[config.mk]
export PLATFORM = sky130hd
export DESIGN_NAME = vga_fb_fill_arbiter_flat
export DESIGN_NICKNAME = d
export VERILOG_FILES = /design/src/rtl/vga_fb_pkg.sv /design/src/rtl/vga_fb_fill_arbiter_if.sv /design/src/rtl/vga_fb_rect_walker.sv /design/src/rtl/vga_fb_fill_arbiter.sv /design/src/flat_wrapper.sv
export SDC_FILE = /design/constraint.sdc
export NUM_CORES = 1
export LEC_CHECK = 0
export ABC_CLOCK_PERIOD_IN_PS = 2850
export CAP_MARGIN = 20
export CORE_ASPECT_RATIO = 1.2
export CORE_MARGIN = 2
export CORE_UTILIZATION = 50
export CTS_CLUSTER_DIAMETER = 200
export CTS_CLUSTER_SIZE = 16
export DETAILED_ROUTE_END_ITERATION = 12
export PLACE_DENSITY = 0.82
export SLEW_MARGIN = 20
export SYNTH_ARGS = -nofsm -noshare
export SYNTH_HDL_FRONTEND = slang
export SYNTH_SLANG_ARGS = --single-unit
[constraint.sdc]
create_clock -name clk -period 2.85 [get_ports clk]
set_clock_uncertainty 0.15 [all_clocks]
set_input_delay 0.285 -clock clk [delete_from_list [all_inputs] [get_ports clk]]
set_output_delay 0.285 -clock clk [all_outputs]
set_load 0.05 [all_outputs]
[src/rtl/vga_fb_pkg.sv]
// Shared types, screen geometry and address helper for the framebuffer
// write-port controller and its rectangle-fill engine.
package vga_fb_pkg;

  localparam int COLS = 40;
  localparam int ROWS = 30;

  typedef logic [10:0] fb_addr_t;
  typedef logic [7:0]  fb_color_t;
  typedef logic [5:0]  fb_col_t;
  typedef logic [4:0]  fb_row_t;

  localparam fb_col_t LAST_COL = fb_col_t'(COLS - 1);
  localparam fb_row_t LAST_ROW = fb_row_t'(ROWS - 1);

  typedef enum logic [2:0] {
    IDLE,
    CHECK,
    RUN,
    DONE,
    ERR
  } fill_state_t;

  function automatic fb_addr_t fb_addr(input fb_row_t row, input fb_col_t col);
    return {row, col};
  endfunction

endpackage

[src/rtl/vga_fb_fill_arbiter_if.sv]
// MCU store bus, fill-engine control and framebuffer write port bundled
// together; slave is the controller, master is whoever drives it.
interface vga_fb_fill_arbiter_if;
  import vga_fb_pkg::*;

  logic      cpu_we;
  fb_addr_t  cpu_wa;
  fb_color_t cpu_wd;

  logic      fill_start;
  fb_col_t   fill_x0;
  fb_col_t   fill_x1;
  fb_row_t   fill_y0;
  fb_row_t   fill_y1;
  fb_color_t fill_color;
  logic      fill_busy;
  logic      fill_done;
  logic      fill_err;

  logic      fb_we;
  fb_addr_t  fb_wa;
  fb_color_t fb_wd;

  modport master (
    output cpu_we, cpu_wa, cpu_wd,
    output fill_start, fill_x0, fill_x1, fill_y0, fill_y1, fill_color,
    input  fill_busy, fill_done, fill_err,
    input  fb_we, fb_wa, fb_wd
  );

  modport slave (
    input  cpu_we, cpu_wa, cpu_wd,
    input  fill_start, fill_x0, fill_x1, fill_y0, fill_y1, fill_color,
    output fill_busy, fill_done, fill_err,
    output fb_we, fb_wa, fb_wd
  );

endinterface

[src/rtl/vga_fb_rect_walker.sv]
// Raster cursor over an inclusive rectangle: load to the top-left corner,
// step left-to-right then top-to-bottom, flag the bottom-right pixel.
module vga_fb_rect_walker
  import vga_fb_pkg::*;
(
  input  logic    clk,
  input  logic    rst,
  input  logic    load,
  input  logic    advance,
  input  fb_col_t x0,
  input  fb_col_t x1,
  input  fb_row_t y0,
  input  fb_row_t y1,
  output fb_col_t x,
  output fb_row_t y,
  output logic    last
);

  // NOTE: sequential state uses non-blocking assignments so every register
  // samples the values from before the edge, independent of block order.
  always_ff @(posedge clk or posedge rst) begin
    if (rst) begin
      x <= '0;
      y <= '0;
    end else if (load) begin
      x <= x0;
      y <= y0;
    end else if (advance) begin
      if (x == x1) begin
        x <= x0;
        y <= y + 1'b1;
      end else begin
        x <= x + 1'b1;
      end
    end
  end

  assign last = (x == x1) && (y == y1);

endmodule

[src/rtl/vga_fb_fill_arbiter.sv]
// Framebuffer write-port controller: MCU stores have fixed priority over the
// rectangle-fill engine. FB_FILL_CLIP_EN clamps oversize fills instead of rejecting.
module vga_fb_fill_arbiter
  import vga_fb_pkg::*;
(
  input logic                 clk,
  input logic                 rst,
  vga_fb_fill_arbiter_if.slave bus
);

`ifdef FB_FILL_CLIP_EN
  localparam bit CLIP_EN = 1'b1;
`else
  localparam bit CLIP_EN = 1'b0;
`endif

  fill_state_t state, state_nx;

  fb_col_t   x0_q, x1_q;
  fb_row_t   y0_q, y1_q;
  fb_color_t color_q;

  fb_col_t   cur_x;
  fb_row_t   cur_y;
  logic      cur_last;
  logic      load, fill_wr, bad_rect;

  logic      fb_we_q;
  fb_addr_t  fb_wa_q;
  fb_color_t fb_wd_q;

  // Request is captured on acceptance; oversize far corners are clamped while checking.
  always_ff @(posedge clk or posedge rst) begin
    if (rst) begin
      x0_q    <= '0;
      x1_q    <= '0;
      y0_q    <= '0;
      y1_q    <= '0;
      color_q <= '0;
    end else if (state == IDLE && bus.fill_start) begin
      x0_q    <= bus.fill_x0;
      x1_q    <= bus.fill_x1;
      y0_q    <= bus.fill_y0;
      y1_q    <= bus.fill_y1;
      color_q <= bus.fill_color;
    end else if (state == CHECK && CLIP_EN) begin
      if (x1_q > LAST_COL) x1_q <= LAST_COL;
      if (y1_q > LAST_ROW) y1_q <= LAST_ROW;
    end
  end

  assign bad_rect = (x0_q > x1_q) || (y0_q > y1_q) ||
                    (x0_q > LAST_COL) || (y0_q > LAST_ROW) ||
                    (!CLIP_EN && ((x1_q > LAST_COL) || (y1_q > LAST_ROW)));

  always_ff @(posedge clk or posedge rst) begin
    if (rst) state <= IDLE;
    else     state <= state_nx;
  end

  // NOTE: every output of this block gets a default first, so no path through
  // the case leaves one unassigned and no latch is inferred.
  always_comb begin
    state_nx = state;
    load     = 1'b0;
    fill_wr  = 1'b0;
    unique case (state)
      IDLE:  if (bus.fill_start) state_nx = CHECK;
      CHECK: begin
        if (bad_rect) begin
          state_nx = ERR;
        end else begin
          load     = 1'b1;
          state_nx = RUN;
        end
      end
      RUN: begin
        if (!bus.cpu_we) begin
          fill_wr = 1'b1;
          if (cur_last) state_nx = DONE;
        end
      end
      DONE:    state_nx = IDLE;
      ERR:     state_nx = IDLE;
      default: state_nx = IDLE;
    endcase
  end

  // The cursor never steps past the last pixel, so it stays inside the bounds.
  vga_fb_rect_walker u_walker (
    .clk     (clk),
    .rst     (rst),
    .load    (load),
    .advance (fill_wr && !cur_last),
    .x0      (x0_q),
    .x1      (x1_q),
    .y0      (y0_q),
    .y1      (y1_q),
    .x       (cur_x),
    .y       (cur_y),
    .last    (cur_last)
  );

  always_ff @(posedge clk or posedge rst) begin
    if (rst) begin
      fb_we_q <= 1'b0;
      fb_wa_q <= '0;
      fb_wd_q <= '0;
    end else begin
      fb_we_q <= bus.cpu_we || fill_wr;
      if (bus.cpu_we) begin
        fb_wa_q <= bus.cpu_wa;
        fb_wd_q <= bus.cpu_wd;
      end else if (fill_wr) begin
        fb_wa_q <= fb_addr(cur_y, cur_x);
        fb_wd_q <= color_q;
      end
    end
  end

  assign bus.fb_we     = fb_we_q;
  assign bus.fb_wa     = fb_wa_q;
  assign bus.fb_wd     = fb_wd_q;
  assign bus.fill_busy = (state == CHECK) || (state == RUN);
  assign bus.fill_done = (state == DONE);
  assign bus.fill_err  = (state == ERR);

endmodule
[src/flat_wrapper.sv]
// flat-port wrapper written by rule: the top's interface ports become plain ports
module vga_fb_fill_arbiter_flat import vga_fb_pkg::*;
  (clk, rst, bus_cpu_we, bus_cpu_wa, bus_cpu_wd, bus_fill_start, bus_fill_x0, bus_fill_x1, bus_fill_y0, bus_fill_y1, bus_fill_color, bus_fill_busy, bus_fill_done, bus_fill_err, bus_fb_we, bus_fb_wa, bus_fb_wd);
  vga_fb_fill_arbiter_if bus_i ();
  input logic clk;
  input logic rst;
  input wire logic [$bits(bus_i.cpu_we)-1:0] bus_cpu_we;
  input wire logic [$bits(bus_i.cpu_wa)-1:0] bus_cpu_wa;
  input wire logic [$bits(bus_i.cpu_wd)-1:0] bus_cpu_wd;
  input wire logic [$bits(bus_i.fill_start)-1:0] bus_fill_start;
  input wire logic [$bits(bus_i.fill_x0)-1:0] bus_fill_x0;
  input wire logic [$bits(bus_i.fill_x1)-1:0] bus_fill_x1;
  input wire logic [$bits(bus_i.fill_y0)-1:0] bus_fill_y0;
  input wire logic [$bits(bus_i.fill_y1)-1:0] bus_fill_y1;
  input wire logic [$bits(bus_i.fill_color)-1:0] bus_fill_color;
  output wire logic [$bits(bus_i.fill_busy)-1:0] bus_fill_busy;
  output wire logic [$bits(bus_i.fill_done)-1:0] bus_fill_done;
  output wire logic [$bits(bus_i.fill_err)-1:0] bus_fill_err;
  output wire logic [$bits(bus_i.fb_we)-1:0] bus_fb_we;
  output wire logic [$bits(bus_i.fb_wa)-1:0] bus_fb_wa;
  output wire logic [$bits(bus_i.fb_wd)-1:0] bus_fb_wd;
  assign bus_i.cpu_we = bus_cpu_we;
  assign bus_i.cpu_wa = bus_cpu_wa;
  assign bus_i.cpu_wd = bus_cpu_wd;
  assign bus_i.fill_start = bus_fill_start;
  assign bus_i.fill_x0 = bus_fill_x0;
  assign bus_i.fill_x1 = bus_fill_x1;
  assign bus_i.fill_y0 = bus_fill_y0;
  assign bus_i.fill_y1 = bus_fill_y1;
  assign bus_i.fill_color = bus_fill_color;
  assign bus_fill_busy = bus_i.fill_busy;
  assign bus_fill_done = bus_i.fill_done;
  assign bus_fill_err = bus_i.fill_err;
  assign bus_fb_we = bus_i.fb_we;
  assign bus_fb_wa = bus_i.fb_wa;
  assign bus_fb_wd = bus_i.fb_wd;
  vga_fb_fill_arbiter u_core (.clk(clk), .rst(rst), .bus(bus_i));
endmodule
== Word level (Yosys, flattened, before mapping) ==
Cells that the tools add are included.
W data, S select, Z words.
Word-level totals
  output and inout bits: 23
  register bits after elaboration: 64
  input bits: 53
Cells by class
  equality and inequality tests: 9
  order comparisons: 6
  multiplexer cells: 19
  reduce and logical (&&, ||, !) cells: 17
  add/subtract/negate cells: 2
Operators with widths (number)
  $mux W11: 2
  $mux W6: 3
  $mux W8: 2
  $mux W5: 3
  $gt A6 B6 Y1 const B: 2
  $mux W3: 4
  $gt A5 B5 Y1 const B: 2
  $pmux W3 S3: 1
  $logic_or A1 B1 Y1: 7
  $add A6 B1 Y6 const B: 1
  $eq A3 B2 Y1 const B: 2
  $eq A6 B6 Y1: 1
  $gt A6 B6 Y1: 1
  $reduce_bool A2 Y1: 3
  $add A5 B1 Y5 const B: 1
  $eq A5 B5 Y1: 1
  $gt A5 B5 Y1: 1
  $mux W1: 4
  $ne A2 B2 Y1 const B: 2
  $eq A3 B1 Y1 const B: 1
  $eq A3 B3 Y1 const B: 1
  $logic_and A1 B1 Y1: 3
  $logic_not A3 Y1: 1
  $reduce_and A3 Y1: 1
  other kinds (3): 3

== Logic depth before layout (Yosys ltp) ==
Gate-level depths: netlist of the first run.
  word-level depth: 9
  gate-level depth with buffers: 9

== Modules after synthesis ==
A second synthesis of the first run with hierarchy kept.
Second synthesis, totals
  cell total of the unflattened synthesis: 314
  area total of the unflattened synthesis: 3299.4 um2
Modules (own cells, without submodules)
  vga_fb_fill_arbiter: area each 2488.6 um2, cells an instance 224, instances 1, sequential area each 1326.3 um2
  vga_fb_rect_walker: area each 810.8 um2, cells an instance 90, instances 1, sequential area each 275.3 um2

== Worst setup path after synthesis of the first run ==
Ideal clock, no wire load.
  path kind: reg-to-reg
  start: reg u_core.x1_q[5]
  end: reg u_core.u_walker.x[1]
  library setup time: 128 ps
  slack: 511 ps
  path buffers: 1
  cell stages (with the launch flop): 10
  period minus slack after synthesis: 2339 ps
  required time: 2572 ps
  arrival time: 2061 ps
  path through: dfrtp_1 > inv_1 > ha_1 > and4_1 > nand3_1 > a41oi_1 > or4b_1 > buf_6 > and2_4 > a2bb2oi_1
On the way
  word-level cells in the longest chain between the ends: 8
  elaborated cells on any way between the ends: 17
  classes of those cells: order compare (2); eq/ne (1); mux (5); reduce/logical (9)
Ends and longest elaborated chain
  start: declaration: RTL line vga_fb_fill_arbiter.sv:19  | fb_col_t x0_q, x1_q;
  start signal: assignment: RTL line vga_fb_fill_arbiter.sv:42  | x1_q <= bus.fill_x1;
  $gt A6 B6 Y1: RTL line vga_fb_fill_arbiter.sv:52  | assign bad_rect = (x0_q > x1_q) || (y0_q > y1_q) ||
  $logic_or A1 B1 Y1 (2 in a row): RTL line vga_fb_fill_arbiter.sv:52
  $logic_or A1 B1 Y1 (2 in a row): RTL line vga_fb_fill_arbiter.sv:53  | (x0_q > LAST_COL) || (y0_q > LAST_ROW) ||
  $mux W1: RTL line vga_fb_fill_arbiter.sv:70  | if (bad_rect) begin
  $mux W1: RTL line vga_fb_fill_arbiter.sv:67  | unique case (state)
  $mux W6 / $reduce_bool A2 Y1 (equally long branches)
  end signal: assignment: RTL line vga_fb_rect_walker.sv:33  | x <= x + 1'b1;
  end: declaration: RTL line vga_fb_rect_walker.sv:14  | output fb_col_t x,
Several ways; a longest one is shown, not always the timed one. The select of a mux whose other input is x is not followed.
A chain may end at the register's enable or synchronous reset.

== Worst setup path in the final report of the first run ==
  start: reg u_core.x1_q[4]
  end: reg u_core.u_walker.y[4]
On the way
  word-level cells in the longest chain between the ends: 9
  elaborated cells on any way between the ends: 17
  classes of those cells: order compare (2); eq/ne (1); mux (3); reduce/logical (11)
Ends and longest elaborated chain
  $gt A6 B6 Y1: RTL line vga_fb_fill_arbiter.sv:52
  $logic_or A1 B1 Y1 (2 in a row): RTL line vga_fb_fill_arbiter.sv:52
  $logic_or A1 B1 Y1 (2 in a row): RTL line vga_fb_fill_arbiter.sv:53
  $mux W1: RTL line vga_fb_fill_arbiter.sv:70
  $mux W1: RTL line vga_fb_fill_arbiter.sv:67
  $reduce_bool A2 Y1 (no line)
  $reduce_and A2 Y1 (no line)
  end signal: assignment: RTL line vga_fb_rect_walker.sv:27  | y <= y0;
  end signal: assignment: RTL line vga_fb_rect_walker.sv:31  | y <= y + 1'b1;
  end: declaration: RTL line vga_fb_rect_walker.sv:15  | output fb_row_t y,
Several ways; a longest one is shown, not always the timed one.

==> results_tabular.tex, run 1 <==
\begin{tabular}{lr}
\hline
Metric & Value \\
\hline
\multicolumn{2}{l}{\textbf{Critical path}} \\
\quad Required time reported for the critical path endpoint & around 2900 ps \\
\quad CP peak stage delay & 620 ps \\
\quad Data arrival at the endpoint of the critical path & around 2700 ps \\
\quad Startpoint type of the worst setup path & register \\
\quad Critical path cell sequence & inv\_1, ha\_1, and4\_1, nand3\_1, a41oi\_1, or4b\_1, buf\_4, nor2\_1, a21oi\_1 \\
\quad Critical-path maximum fanout & 11 \\
\quad Category of the most critical setup path & register to register \\
\quad Type of element capturing the critical path & register \\
\quad Cell with the largest stage delay on the worst path & or4b\_1 \\
\multicolumn{2}{l}{\textbf{Finish}} \\
\quad Total inserted antenna cells & 0 \\
\quad Most common cell after layout, fill and taps aside & clkdlybuf4s50\_1 \\
\quad Final net count & 452 \\
\quad Final core occ & 0.677 \\
\quad Number of inserted filler cells in the final layout & 506 \\
\quad Post-route design area & $\sim$4300 um\^{}2 \\
\quad Share of post-route cells with drive strength above 1 & 0.123 \\
\quad Signed area change from the synthesized netlist to the final layout & 32.4\% \\
\quad Top library cells by usage in the layout, fill and taps aside & clkdlybuf4s50\_1 (75), dfrtp\_1 (64), nand2\_1 (33), o21ai\_0 (33), mux2i\_1 (20) \\
\multicolumn{2}{l}{\textbf{Timing}} \\
\quad Slew Limit Headroom & 0.613 \\
\quad Number of failing hold endpoints at the final stage & 0 \\
\quad Final number of setup-violating endpoints & 0 \\
\quad Final min period & around 2700 ps \\
\quad Worst hold slack & 175 ps \\
\quad Measured slew at the worst slew-check pin & roughly 580 ps \\
\quad Share of the clock period used by the worst path after layout & 0.932 \\
\quad Setup repair after global routing missed its margin & false \\
\quad Final setup TNS & 0 ps \\
\quad Max Slew Vio Count & 0 \\
\quad Fmax & 376 MHz \\
\multicolumn{2}{l}{\textbf{Clock tree}} \\
\quad TritonCTS clock tree & yes \\
\quad Total number of H-tree levels & 3 \\
\quad Total setup buffers inserted after CTS & 0 \\
\quad Post-CTS Resized & 0 \\
\quad CTS root buffer & clkbuf\_8 \\
\quad Later-pin clock latency in the skew report & 340 ps \\
\quad Number of clock sinks seen by CTS & 64 \\
\quad Clock Tree Buf Depth & 2 \\
\quad Number of buffers added by the clock tree synthesis step & 9 \\
\quad Post-CTS clock slew at the launch and capture registers of the worst setup and hold paths & 70 ps \\
\quad CTS hold repair buffers & 0 \\
\multicolumn{2}{l}{\textbf{Synthesis}} \\
\quad Synthesized area per cell & roughly 11 um\^{}2 \\
\quad Number of instances in the synthesized netlist & a little over 300 \\
\quad Number of different library cells in the post-synthesis netlist & 41 \\
\quad Net count of the mapped netlist & $\sim$370 \\
\quad Cell Area, Synth & between 3000 and 4000 um\^{}2 \\
\quad Sequential share of the synthesized area & 0.492 \\
\quad Total of flip-flops plus latches after synthesis & 64 \\
\quad Yosys warning count & 0 \\
\multicolumn{2}{l}{\textbf{Global route}} \\
\quad Global-route total usage across every layer & 0.220 \\
\quad Number of global-route vias before repair & about 2700 \\
\quad Final global-route overflow total & 0 \\
\quad Maximum number of pins on one net before global-route repair & 40 \\
\quad First-pass GRT wire length & 12.5 mm \\
\quad Antenna violations before repair & 0 \\
\multicolumn{2}{l}{\textbf{Die}} \\
\quad Row Count & 32 \\
\quad CORE AREA & between 6000 and 7000 um\^{}2 \\
\quad Vertical die dimension & between 90 and 100 um \\
\quad Die X & roughly 78 um \\
\quad Die Footprint & slightly above 7000 um\^{}2 \\
\quad Num ports & 76 \\
\quad Effective utilization at floorplan & 0.511 \\
\multicolumn{2}{l}{\textbf{Power}} \\
\quad Overall Power & 4.13 mW \\
\quad IR drop worst, VDD & roughly 0.00043 V \\
\quad LEAKAGE & between 1.5 and 2 nW \\
\quad Power per cell area & between 900 and 1000 nW/um\^{}2 \\
\multicolumn{2}{l}{\textbf{Run}} \\
\quad Max Cap Violations & 0 \\
\multicolumn{2}{l}{\textbf{Drt}} \\
\quad Violation count after the first detailed-routing iteration & 226 \\
\quad Vias per cell & 5.44 \\
\quad Detailed-router iteration count before antenna repair & 4 \\
\quad Antenna-violating nets left & 0 \\
\quad Drt drc & 0 \\
\quad Via total after detailed routing & 2588 \\
\quad Post-detailed-routing wire length & 7.24 mm \\
\quad Detail-routed net length per standard cell & roughly 15 um \\
\multicolumn{2}{l}{\textbf{Place}} \\
\quad Cell area after placement & approximately 4100 um\^{}2 \\
\quad Post-DP HPWL & approximately 5.4 mm \\
\quad Routability cong. & between 0.8 and 0.9 \\
\quad Buffers on Ports & 75 \\
\multicolumn{2}{l}{\textbf{Outcome}} \\
\quad Status & finished, final reports clean \\
\multicolumn{2}{l}{\textbf{Worst hold path}} \\
\quad Hold/Removal Path Class & primary input to asynchronous set/reset pin \\
\hline
\end{tabular}
## path summary, 6_finish.rpt
check                             startpoint  slack [ps]                    to  depth (start not counted)
max in group asynchronous                rst        1780     u_core.color_q[5]                          3
hold reg to reg            u_core.color_q[4]         360     u_core.color_q[4]                          1
hold / removal                           rst         170        u_core.y1_q[4]                          2
setup reg to reg              u_core.x1_q[4]         190  u_core.u_walker.y[4]                          9
min in group clk              bus_fill_x1[2]         350        u_core.x1_q[2]                          3
setup / recovery              u_core.x1_q[4]         190  u_core.u_walker.y[4]                          9
## logic make-up (layout without fill, tap and decap cells)
group	Yosys count	after routing	share of synthesized area
and+or+nand+nor	80	80	0.126
AOI/OAI and AO/OA	68	68	0.124
DFF	64	64	0.492
muxes	39	39	0.127
buffers and inverters	28	112	0.0400
xor gates and xnor gates	15	15	0.0404
adders and majority gates	13	13	0.0500
## synth_stat cells, drive strengths merged
library cell / number / area, um^2
nand3: 7 / 35.0
or3: 2 / 12.5
o21a: 5 / 37.5
o22ai: 4 / 25.0
a21boi: 1 / 11.3
xor2: 8 / 70.1
nand2b: 2 / 12.5
dfrtp: 64 / 1600
inv: 14 / 52.6
buf: 7 / 51.3
nand2: 33 / 124
a2bb2oi: 4 / 35.0
mux2: 19 / 214
a41oi: 1 / 8.76
or4b: 1 / 10.0
clkbuf: 7 / 26.3
o221ai: 1 / 8.76
o31a: 1 / 8.76
mux2i: 20 / 200
xnor2: 7 / 61.3
a31o: 1 / 8.76
nor2b: 1 / 6.26
o21ai: 33 / 165
nand4: 9 / 56.3
nor3: 2 / 15.0
nor3b: 2 / 15.0
a21o: 1 / 7.51
nor4b: 2 / 23.8
and3: 5 / 31.3
nor2: 10 / 37.5
o211ai: 1 / 7.51
and2: 1 / 8.76
and4: 2 / 17.5
ha: 13 / 163
a21oi: 14 / 70.1
o32ai: 1 / 8.76
or2: 1 / 6.26
## report_power, final
group / leakage (nW) / switching (mW) / internal, mW / total, mW
logic: 0.922 / 0.910 / 0.828 / 1.74
registers: 0.769 / 0.354 / 1.25 / 1.60
clock network: 0.103 / 0.335 / 0.450 / 0.785
total: 1.79 / 1.60 / 2.53 / 4.13
## metrics by stage
stage,worst slack [ps],instances
global placement,370,460
floorplan,511,307
detailed placement,227,460
finish,193,476
CTS,214,476
global route,31.2,476
## registers in the layout, indices dropped and copies added (netlist names)
name / cells
u_core.u_walker.y: 5
u_core.state: 3
u_core.y0_q: 5
u_core.color_q: 8
u_core.bus.fb_we: 1
u_core.u_walker.x: 6
u_core.x1_q: 6
u_core.bus.fb_wd: 8
u_core.x0_q: 6
u_core.y1_q: 5
u_core.bus.fb_wa: 11
## cell type report
cell class | instances | area (um^2) | share of cell area
clock inverter | 3 | 40.0 | 0.00929
clock buffer | 13 | 159 | 0.0369
inverter | 14 | 52.6 | 0.0122
tap | 85 | 106 | 0.0247
sequential | 64 | 1600 | 0.372
multi-input combinational | 215 | 1530 | 0.356
timing repair buffer | 82 | 816 | 0.189
## worst max-delay path, delay by kind of cell, from the launching register on
kind,cells,cell delay [ps]
adder cells (fa/ha/maj),1,290
flip-flops,1,390
AND/OR/NAND/NOR,4,1040
AO/OA/AOI/OAI,2,350
buffers and inverters,2,320
## layer usage
metal / up-vias / part of all wire / global-route usage / wire, um
li1: 1250 / - / - / -
met1: 1242 / 0.42 / 0.281 / 3060
met2: 82 / 0.50 / 0.356 / 3610
met3: 14 / 0.054 / 0.0507 / 392
met4: 0 / 0.025 / 0.103 / 180
met5: - / 0 / 0 / 0
Power figures use the tool's default switching activity.
==> run 2: changes to the inputs <==
- CORE_UTILIZATION: 50 -> 52
- CTS_BUF_LIST: default -> sky130_fd_sc_hd__clkbuf_4
- PLACE_DENSITY: 0.82 -> 0.85
==> results_tabular.tex, run 2 (synthesis gave the netlist of run 1 again) <==
\begin{tabular}{lr}
\hline
Metric & Value \\
\hline
\multicolumn{2}{l}{\textbf{Timing}} \\
\quad Share of the clock period used by the worst path after layout & 0.914 \\
\quad Max Slew Vio Count & 0 \\
\quad Measured slew at the worst slew-check pin & about 780 ps \\
\quad Number of failing hold endpoints at the final stage & 0 \\
\quad Final setup TNS & 0 ps \\
\quad Least setup slack across all paths after layout & around 250 ps \\
\quad Slew Limit Headroom & 0.479 \\
\quad Setup repair after global routing missed its margin & false \\
\quad Final number of setup-violating endpoints & 0 \\
\quad Fmax & about 380 MHz \\
\quad Final min period & $\sim$2600 ps \\
\multicolumn{2}{l}{\textbf{Critical path}} \\
\quad Startpoint type of the worst setup path & register \\
\quad Data arrival at the endpoint of the critical path & 2750 ps \\
\quad Required time reported for the critical path endpoint & 3000 ps \\
\quad Cell with the largest stage delay on the worst path & or4b\_1 \\
\quad Category of the most critical setup path & register to register \\
\quad Setup slack of the worst register-to-register path & about 250 ps \\
\quad Type of element capturing the critical path & register \\
\quad CP peak stage delay & 620 ps \\
\quad Critical-path maximum fanout & 11 \\
\quad Critical path cell sequence & inv\_1, ha\_1, and4\_1, nand3\_1, a41oi\_1, or4b\_1, buf\_4, nor2\_1, a21oi\_1 \\
\multicolumn{2}{l}{\textbf{Clock tree}} \\
\quad CTS hold repair buffers & 0 \\
\quad TritonCTS clock tree & yes \\
\quad Total number of H-tree levels & 3 \\
\quad Post-CTS Resized & 0 \\
\quad Clock Tree Buf Depth & 2 \\
\quad Number of buffers added by the clock tree synthesis step & 9 \\
\quad Later-pin clock latency in the skew report & around 400 ps \\
\quad Total setup buffers inserted after CTS & 0 \\
\quad CTS root buffer & clkbuf\_4 \\
\quad Post-CTS clock slew at the launch and capture registers of the worst setup and hold paths & between 100 and 150 ps \\
\quad Number of clock sinks seen by CTS & between 60 and 70 \\
\multicolumn{2}{l}{\textbf{Place}} \\
\quad Post-DP HPWL & 5.18 mm \\
\quad Worst Setup Slack post-DPL & between 200 and 300 ps \\
\quad Buffers on Ports & 75 \\
\quad Routability cong. & about 0.8 \\
\quad Placed instance count & 457 \\
\multicolumn{2}{l}{\textbf{Global route}} \\
\quad Number of global-route vias before repair & about 2600 \\
\quad Final global-route overflow total & 0 \\
\quad First-pass GRT wire length & roughly 13 mm \\
\quad Antenna violations before repair & 1 \\
\quad Global-route total usage across every layer & 0.227 \\
\quad Maximum number of pins on one net before global-route repair & 65 \\
\multicolumn{2}{l}{\textbf{Drt}} \\
\quad Post-detailed-routing wire length & around 7.2 mm \\
\quad Drt drc & 0 \\
\quad Vias per cell & about 5.4 \\
\quad Detailed-router iteration count before antenna repair & 4 \\
\quad Detail-routed net length per standard cell & about 15 um \\
\quad Antenna-violating nets left & 0 \\
\quad Violation count after the first detailed-routing iteration & $\sim$140 \\
\quad Via total after detailed routing & 2539 \\
\multicolumn{2}{l}{\textbf{Finish}} \\
\quad Number of inserted filler cells in the final layout & roughly 470 \\
\quad Most common cell after layout, fill and taps aside & clkdlybuf4s50\_1 \\
\quad Final core occ & 0.712 \\
\quad Final net count & between 400 and 500 \\
\quad Share of post-route cells with drive strength above 1 & 0.128 \\
\quad Cell Count, Final, Fillers Out & around 470 \\
\quad Signed area change from the synthesized netlist to the final layout & 32.4\% \\
\quad Largest register FFs & 11 \\
\quad Top library cells by usage in the layout, fill and taps aside & clkdlybuf4s50\_1 (75), dfrtp\_1 (64), nand2\_1 (33), o21ai\_0 (33), mux2i\_1 (20) \\
\multicolumn{2}{l}{\textbf{Die}} \\
\quad CORE AREA & a little over 6000 um\^{}2 \\
\quad Vertical die dimension & 90.7 um \\
\quad Effective utilization at floorplan & 0.538 \\
\quad Die Footprint & between 6000 and 7000 um\^{}2 \\
\quad Die X & 76.2 um \\
\quad Num ports & between 70 and 80 \\
\quad Row Count & 31 \\
\multicolumn{2}{l}{\textbf{Power}} \\
\quad Reg power frac & 0.382 \\
\quad IR drop worst, VDD & approximately 0.00052 V \\
\quad Clock network power share & 0.208 \\
\quad Switching pwr & around 1.6 mW \\
\quad Switching power as a share of total power & 0.378 \\
\quad Power per cell area & roughly 970 nW/um\^{}2 \\
\quad LEAKAGE & 1.79 nW \\
\quad Combinational cell fraction of total power & 0.410 \\
\quad Internal power contribution & around 2.6 mW \\
\multicolumn{2}{l}{\textbf{Outcome}} \\
\quad Status & finished, final reports clean \\
\multicolumn{2}{l}{\textbf{Worst hold path}} \\
\quad Hold/Removal Path Class & primary input to asynchronous set/reset pin \\
\multicolumn{2}{l}{\textbf{Run}} \\
\quad Max Cap Violations & 0 \\
\hline
\end{tabular}
-- run 2: cell count changes in the layout (fill, tap and decap cells not counted) --
| cell | before | now |
|---|---|---|
| clkbuf_8 | 11 | 0 |
| clkbuf_4 | 0 | 9 |
| bufinv_16 | 1 | 4 |
| clkbuf_1 | 2 | 0 |
| clkinv_2 | 2 | 0 |
| clkinvlp_4 | 0 | 2 |
| buf_12 | 1 | 0 |
| buf_4 | 6 | 7 |
| clkinv_4 | 0 | 1 |
| diode_2 | 0 | 1 |
-- run 2: routing by layer --
| metal | vias to the layer above | global-route usage | share of wire |
|---|---|---|---|
| li1 | 1261 | - | - |
| met1 | 1197 | 0.297 | 0.45 |
| met5 | - | 0 | 0 |
| met2 | 73 | 0.367 | 0.49 |
| met3 | 8 | 0.0400 | 0.045 |
| met4 | 0 | 0.103 | 0.015 |
-- run 2: critical path: cells and delay by family (launching register included) --
family          cells  cell delay, ps
compound gates      2             300
fa+ha+maj           1             310
buf+inv             2             310
flops               1             400
simple gates        4            1030
-- run 2: worst paths after layout --
| check | endpoint | cells after the start | startpoint |
|---|---|---|---|
| worst max-delay path | u_core.u_walker.y[4] | 9 | u_core.x1_q[5] |
| worst min-delay path | u_core.bus.fb_wd[7] | 3 | rst |
| worst max register to register | u_core.u_walker.y[4] | 9 | u_core.x1_q[5] |
| worst min register to register | u_core.color_q[2] | 1 | u_core.color_q[2] |
| max in group asynchronous | u_core.bus.fb_wa[1] | 3 | rst |
| min in group clk | u_core.y1_q[4] | 3 | bus_fill_y1[4] |
-- run 2: layout make-up --
type / instances / area [um^2] / area share
flip-flops and latches: 64 / 1600 / 0.372
clock inverters: 7 / 144 / 0.0334
diodes: 1 / 2.50 / 0.000581
multi-input cells: 215 / 1530 / 0.356
well taps: 82 / 103 / 0.0238
repair buffers: 82 / 803 / 0.186
clock buffers: 9 / 67.6 / 0.0157
inverters: 14 / 52.6 / 0.0122
-- run 2: metrics by stage --
stage | hold slack, ps | area (um^2) | total power, mW
2_1_floorplan | 252 | 3250 | 2.80
3_3_place_gp | 341 | 4090 | 3.25
3_5_place_dp | 348 | 4090 | 3.33
4_1_cts | 261 | 4310 | 4.22
5_1_grt | 281 | 4310 | 4.50
6_report | 267 | 4310 | 4.19
-- run 2: power by group through the flow --
stage / Sequential, mW / Combinational (mW) / Clock [mW]
after detailed placement: 1.62 / 1.72 / 0
final: 1.60 / 1.72 / 0.872
after floorplan: 1.69 / 1.11 / 0
after global placement: 1.59 / 1.66 / 0
after global routing: 1.64 / 1.92 / 0.931
after CTS: 1.60 / 1.73 / 0.889
